## config.mk

```make
export PLATFORM = sky130hd
export DESIGN_NAME = mc_control_unit
export DESIGN_NICKNAME = d
export VERILOG_FILES = /design/src/rtl/mc_control_unit.sv
export SDC_FILE = /design/constraint.sdc
export NUM_CORES = 1
export LEC_CHECK = 0
export ABC_AREA = 1
export BUFFER_PORTS_ARGS = -buffer_cell sky130_fd_sc_hd__clkbuf_2
export CAP_MARGIN = 20
export CORE_ASPECT_RATIO = 0.7
export CORE_MARGIN = 3
export CORE_UTILIZATION = 45
export CTS_CLUSTER_SIZE = 24
export DETAILED_ROUTE_END_ITERATION = 6
export HOLD_SLACK_MARGIN = 0.05
export PLACE_DENSITY = 0.73
export SKIP_CTS_REPAIR_TIMING = 1
export SLEW_MARGIN = 20
export SYNTH_ARGS = -nofsm -noshare
export SYNTH_HDL_FRONTEND = slang
export SYNTH_SLANG_ARGS = --single-unit
```

## constraint.sdc

```tcl
create_clock -name clk -period 2.7 [get_ports clk]
set_input_delay 0.27 -clock clk [delete_from_list [all_inputs] [get_ports clk]]
set_output_delay 0.27 -clock clk [all_outputs]
set_load 0.02 [all_outputs]
```

## src/rtl/mc_control_unit.sv

```systemverilog
// Multicycle RV32I control unit: Moore sequencer, ALU/immediate decoders, retired-instruction counter.
// Define MC_CTRL_BNE_EN to add bne; otherwise every 1100011 branch resolves as beq.
module mc_control_unit #(
  parameter int CNT_W         = 32,
  parameter bit MEM_HANDSHAKE = 1'b1
) (
  input  logic             clk,
  input  logic             reset,
  input  logic [6:0]       op,
  input  logic [2:0]       funct3,
  input  logic             funct7b5,
  input  logic             zero,
  input  logic             mem_ready,
  output logic             PCWrite,
  output logic             AdrSrc,
  output logic             MemWrite,
  output logic             IRWrite,
  output logic [1:0]       ResultSrc,
  output logic [1:0]       ALUSrcA,
  output logic [1:0]       ALUSrcB,
  output logic [1:0]       ImmSrc,
  output logic             RegWrite,
  output logic [2:0]       ALUControl,
  output logic             illegal,
  output logic [CNT_W-1:0] instret
);

  typedef enum logic [3:0] {
    FETCH, DECODE, MEMADR, MEMREAD, MEMWB, MEMWRITE,
    EXECR, EXECI, ALUWB, JAL, BEQ, TRAP
  } state_t;

  state_t           r_state;
  state_t           w_next;
  logic [CNT_W-1:0] r_instret;
  logic             w_ready;
  logic             w_retire;
  logic             w_taken;
  logic             w_pcupdate;
  logic             w_branch;
  logic             w_adrsrc;
  logic             w_memwrite;
  logic             w_irwrite;
  logic             w_regwrite;
  logic             w_illegal;
  logic [1:0]       w_resultsrc;
  logic [1:0]       w_alusrca;
  logic [1:0]       w_alusrcb;
  logic [1:0]       w_aluop;

  assign w_ready = MEM_HANDSHAKE ? mem_ready : 1'b1;

  always_comb begin
    w_next = r_state;
    case (r_state)
      FETCH:    if (w_ready) w_next = DECODE;
      DECODE: begin
        case (op)
          7'b0000011, 7'b0100011: w_next = MEMADR;
          7'b0110011:             w_next = EXECR;
          7'b0010011:             w_next = EXECI;
          7'b1101111:             w_next = JAL;
          7'b1100011:             w_next = BEQ;
          default:                w_next = TRAP;
        endcase
      end
      MEMADR:   w_next = op[5] ? MEMWRITE : MEMREAD;
      MEMREAD:  if (w_ready) w_next = MEMWB;
      MEMWB:    w_next = FETCH;
      MEMWRITE: if (w_ready) w_next = FETCH;
      EXECR:    w_next = ALUWB;
      EXECI:    w_next = ALUWB;
      ALUWB:    w_next = FETCH;
      JAL:      w_next = ALUWB;
      BEQ:      w_next = FETCH;
      TRAP:     w_next = TRAP;
      default:  w_next = FETCH;
    endcase
  end

  // JAL is not counted here; it retires on its ALUWB exit.
  assign w_retire = (r_state == MEMWB) || (r_state == ALUWB) || (r_state == BEQ) ||
                    ((r_state == MEMWRITE) && w_ready);

  always_ff @(posedge clk or posedge reset) begin
    if (reset) begin
      r_state   <= FETCH;
      r_instret <= '0;
    end else begin
      r_state <= w_next;
      if (w_retire) r_instret <= r_instret + CNT_W'(1);
    end
  end

  always_comb begin
    w_pcupdate  = 1'b0;
    w_branch    = 1'b0;
    w_adrsrc    = 1'b0;
    w_memwrite  = 1'b0;
    w_irwrite   = 1'b0;
    w_regwrite  = 1'b0;
    w_illegal   = 1'b0;
    w_resultsrc = 2'b00;
    w_alusrca   = 2'b00;
    w_alusrcb   = 2'b00;
    w_aluop     = 2'b00;
    case (r_state)
      FETCH: begin
        w_alusrcb   = 2'b10;
        w_resultsrc = 2'b10;
        w_irwrite   = w_ready;
        w_pcupdate  = w_ready;
      end
      DECODE: begin
        w_alusrca = 2'b01;
        w_alusrcb = 2'b01;
      end
      MEMADR: begin
        w_alusrca = 2'b10;
        w_alusrcb = 2'b01;
      end
      MEMREAD:  w_adrsrc = 1'b1;
      MEMWB: begin
        w_resultsrc = 2'b01;
        w_regwrite  = 1'b1;
      end
      MEMWRITE: begin
        w_adrsrc   = 1'b1;
        w_memwrite = 1'b1;
      end
      EXECR: begin
        w_alusrca = 2'b10;
        w_aluop   = 2'b10;
      end
      EXECI: begin
        w_alusrca = 2'b10;
        w_alusrcb = 2'b01;
        w_aluop   = 2'b10;
      end
      ALUWB:    w_regwrite = 1'b1;
      JAL: begin
        w_alusrca  = 2'b01;
        w_alusrcb  = 2'b10;
        w_pcupdate = 1'b1;
      end
      BEQ: begin
        w_alusrca = 2'b10;
        w_aluop   = 2'b01;
        w_branch  = 1'b1;
      end
      TRAP:     w_illegal = 1'b1;
      default:  w_illegal = 1'b0;
    endcase
  end

`ifdef MC_CTRL_BNE_EN
  always_comb begin
    case (funct3)
      3'b000:  w_taken = zero;
      3'b001:  w_taken = ~zero;
      default: w_taken = 1'b0;
    endcase
  end
`else
  assign w_taken = zero;
`endif

  always_comb begin
    ALUControl = 3'b000;
    case (w_aluop)
      2'b01:   ALUControl = 3'b001;
      2'b10: begin
        case (funct3)
          3'b000:  ALUControl = ({op[5], funct7b5} == 2'b11) ? 3'b001 : 3'b000;
          3'b010:  ALUControl = 3'b101;
          3'b110:  ALUControl = 3'b011;
          3'b111:  ALUControl = 3'b010;
          default: ALUControl = 3'b000;
        endcase
      end
      default: ALUControl = 3'b000;
    endcase
  end

  always_comb begin
    case (op)
      7'b0100011: ImmSrc = 2'b01;
      7'b1100011: ImmSrc = 2'b10;
      7'b1101111: ImmSrc = 2'b11;
      default:    ImmSrc = 2'b00;
    endcase
  end

  // Write strobes are masked for the whole reset pulse so nothing commits mid-reset.
  assign PCWrite   = ~reset & (w_pcupdate | (w_branch & w_taken));
  assign IRWrite   = ~reset & w_irwrite;
  assign RegWrite  = ~reset & w_regwrite;
  assign MemWrite  = ~reset & w_memwrite;
  assign AdrSrc    = w_adrsrc;
  assign ResultSrc = w_resultsrc;
  assign ALUSrcA   = w_alusrca;
  assign ALUSrcB   = w_alusrcb;
  assign illegal   = w_illegal;
  assign instret   = r_instret;

endmodule

```

# Word-level counts from Yosys, hierarchy flattened
# Cells that the tools add are included.
# classes
bitwise	7
n_mux	21
n_eq_ne	26
add_sub_neg	1
n_reduce_logical	16
# ops
cell	count
adder 32 x 1 -> 32 bit (second input constant)	1
case mux 4 bit (7 select lines)	1
case mux 4 bit (5 select lines)	1
equality test 4 x 3 -> 1 bit (second input constant)	4
equality test 4 bit (second input constant)	4
case mux 2 bit (2 select lines)	4
equality test 7 x 6 -> 1 bit (second input constant)	2
equality test 7 bit (second input constant)	2
2-to-1 mux 4 bit	3
case mux 3 bit (4 select lines)	1
OR reduction 2 bit	6
equality test 4 x 2 -> 1 bit (second input constant)	2
equality test 7 x 2 -> 1 bit (second input constant)	1
equality test 7 x 5 -> 1 bit (second input constant)	1
2-to-1 mux 1 bit	7
equality test 3 bit (second input constant)	2
inequality test 2 bit (second input constant)	3
case mux 2 bit (3 select lines)	1
case mux 3 bit (2 select lines)	1
OR reduction 3 bit	2
AND 1 bit	5
equality test 2 bit (second input constant)	2
equality test 4 x 1 -> 1 bit (second input constant)	1
logical NOT 4 bit	1
11 further kinds	13
# word_totals
in_bits	15
register_bits	36
out_inout_bits	49
wordCells	73

# Logic depth before layout (Yosys ltp)
# depth
depth_word	5
depth_mapped	10
ltp_nobuf	10

# Worst setup path before layout
# OpenSTA, ideal clock, no wires.
# synth_path
kind	register -> output
startpoint	register r_state[0]
endpoint	output ALUControl[2]
path_stages_with_launch	7
required_ps	2430
path_slack_ps	700
arrival_ps	1730
path_buffers	0
cell_sequence	dfrtp_1 nor2_2 nand2_2 ha_1 nor2_1 inv_1 nor4_1
# synth_via
elab_chain_len	5
word_cells_on_any_way	8
classes_between	eq/ne: 5; mux: 2; reduce/logical: 1
# synth_rtl
item	line	text
start: declaration	33	state_t r_state;
start signal: assignment	90	r_state <= w_next;
equality test 4 x 3 -> 1 bit	107	case (r_state)
OR reduction 2 bit (no line)	--	
case mux 2 bit (2 select lines) *	107	
equality test 2 bit / equality test 2 x 1 -> 1 bit (equally long branches)	170	case (w_aluop)
case mux 3 bit (2 select lines) *	170	
end: declaration	23	output logic [2:0] ALUControl,
# Mark *: on every way between the ends. The rest lies on a longest branch, timed or not.

# Worst setup path after layout
# layout_path
startpoint	register r_state[1]
endpoint	output ALUControl[2]
# Same word-level chain as after synthesis.

==> results_dict.tcl <==
set metrics [dict create \
    dp_hpwl_um 5300 \
    peakVddDrop_mv 0.406 \
    area.growth.synth_to_final_pct 19.1 \
    final_cell_mix "nand2_1, nor2_1, clkbuf_2" \
    final_common_cell "nand2_1" \
    postRouteWirelength_um 6580 \
    grt_pass1_wl_um 11200 \
    wl_per_cell_um 12.1 \
    antenna_found_initial 0 \
    drt-initial-drc-count 177 \
    via_per_inst 4.99 \
    place_ws_ns 0.703 \
    r2r_slack_ns 0.86 \
    syn_nets 421 \
    die_width_um 95.6 \
    drive_gt1_share_pct 17.6 \
    rr_startpoint "r_state[2]" \
    cts.path.max_buffers 2 \
    cp-end-kind "output port" \
    yosys.area.top_type_share_pct 35.6 \
    grt_overflow 0 \
    met3_usage_pct 4.34 \
    drtPass1Iterations 4 \
    fmaxAchievable_mhz 428 \
    max_slew_margin_pct 69.5 \
    worstPathRequired_ns 2.43 \
    diodes 0 \
    portBuffers 63 \
    cts_root_buf "clkbuf_8" \
    hold_class "in -> async" \
    crit_type "reg -> out" \
    gr-max-usage-layer "met2" \
    ys_seq_elements 36 \
    initial_utilization_pct 47.3 \
    p_leak_nw 1.50 \
    ys_seq_area_share_pct 35.6 \
    use_met1_pct 31.9 \
    yosys.area.top_type "dfrtp_1" \
    cts.sinks 36 \
    final_antenna_net_count 0 \
    path_max_fanout 5 \
    htree_levels 2 \
    rr_worst_depth 7 \
    cts_tree "yes" \
    finalCriticalPeriod_ns 2.33 \
    cpMaxStageDelayCell "dfrtp_1" \
    drv_cap 0 \
    vias 2712 \
    fp.dieH_um 68.7 \
    r2r_end "instret[2]" \
    tns_ns 0 \
    avgSynthCellArea_sq_um 6.27 \
    clk_latency_ns 0.29 \
    final_nets 488 \
    grt_usage_pct 22.2 \
    status "finished, final reports clean" \
    coreArea_sq_um 5340 \
    clkTransAtPathRegs_ns 0.07 \
    yosysUniqueCellTypes 27 \
    cts_buffers 5 \
    dieArea_sq_um 6570 \
    num_rows 22 \
    cpPeakStageDelay_ns 0.44 \
    cp_top_family "simple AND/OR/NAND/NOR gates" \
    maxSlewViolCount 0 \
    gp_congestion 0.915 \
    p_per_area_nw_per_um2 690 \
    worst_slew_pin_slew_ns 0.458 \
    cp-start-kind "flip-flop" \
    cp.buffers_inverters 3 \
    ys_top_cells_by_area "dfrtp_1, nand2_1, nor2_1" \
    clock_skew_ns 0.00766 \
    setup_viol 0 \
    postSynthCellCount 403 \
    fin_ws_ns 0.366 \
    min_period_over_period_pct 86.4 \
    io-pin-count 64 \
    use_met2_pct 34.4 \
    whs_ns 0.111 \
    grt_pass1_vias 2390 \
    arrival_ns 2.06 \
    synth_area_sq_um 2530 \
    drc_errors 0 \
    yosys_warnings 0 \
    grt_start_max_net_pins 37 \
    rsz0062_at_grt "no" \
    finalHoldViolations 0 \
    crit_chain "inv_2, nor2_2, nand2_2, ha_1, nor2_1, inv_1, nor4_1, clkbuf_2" \
]
[flip-flops by register name (all words and copies together) (netlist names)]
| name | cells |
|---|---|
| instret | 32 |
| r_state | 4 |
[Yosys cell counts (all sizes together)]
cell type and instances:
xnor2 11, nand4 7, nor3 2, buf 5
nand3 22, inv 49, o21bai 1, ha 3
nand3b 1, nor4 1, or2 1, nor2 72
a31oi 1, o221ai 1, nand2 171, o21ai 10
xor2 5, a21oi 4, dfrtp 36
[power by group]
part / internal (mW) / leakage (nW) / total, mW / switching (mW)
sequential: 0.607 / 0.491 / 0.696 / 0.0891
combinational: 0.262 / 0.958 / 0.915 / 0.653
clock: 0.274 / 0.0552 / 0.467 / 0.193
[area by class of cell]
class / instances / area, sq um
inverter: 49 / 184
sequential: 36 / 901
tap: 72 / 90.1
timing repair buffer: 65 / 330
clock inverter: 2 / 35.0
fill: 559 / 2330
clock buffer: 6 / 72.6
multi-input combinational: 313 / 1400
[worst max-delay path by stage]
| stage | from | endpoint | slack (ns) | depth (start not counted) |
|---|---|---|---|---|
| 2_1_floorplan | r_state[0] | ALUControl[2] | 0.70 | 6 |
| 3_3_place_gp | r_state[0] | ALUControl[2] | 0.90 | 7 |
| 3_5_place_dp | r_state[0] | ALUControl[2] | 0.70 | 7 |
| 4_1_cts | r_state[0] | ALUControl[2] | 0.38 | 7 |
| 5_1_grt | r_state[2] | ALUControl[2] | 0.24 | 9 |
| 6_report | r_state[1] | ALUControl[2] | 0.37 | 8 |
[tightest hold or removal path: stages]
cell      delay [ns]
clkbuf_2        0.12
inv_1           0.06
buf_4           0.39
[cells by family after synthesis]
| group | share of synthesized area [%] |
|---|---|
| AO/OA/AOI/OAI | 3.66 |
| XOR/XNOR | 5.54 |
| buffers and inverters | 9.11 |
| flip-flops | 35.6 |
| AND/OR/NAND/NOR | 44.6 |
| adder cells (fa/ha/maj) | 1.49 |
[through the flow]
step / area [sq um] / utilization (%) / cells / total power [mW]
2_1_floorplan: 2530 / - / 403 / 1.41
3_3_place_gp: 2900 / 54.3 / 535 / 1.59
5_1_grt: 3010 / 56.3 / 543 / 2.24
3_5_place_dp: 2900 / 54.3 / 535 / 1.62
6_report: 3010 / 56.3 / 543 / 2.08
4_1_cts: 3010 / 56.3 / 543 / 2.09
[layer usage]
layer	up-vias	routed length [um]	share of wire, %
met3	11	391	5.9
met1	1259	3230	49
met5	-	0	0
li1	1367	-	-
met2	75	2880	44
met4	0	73	1.1
(Power assumes the default switching activity.)
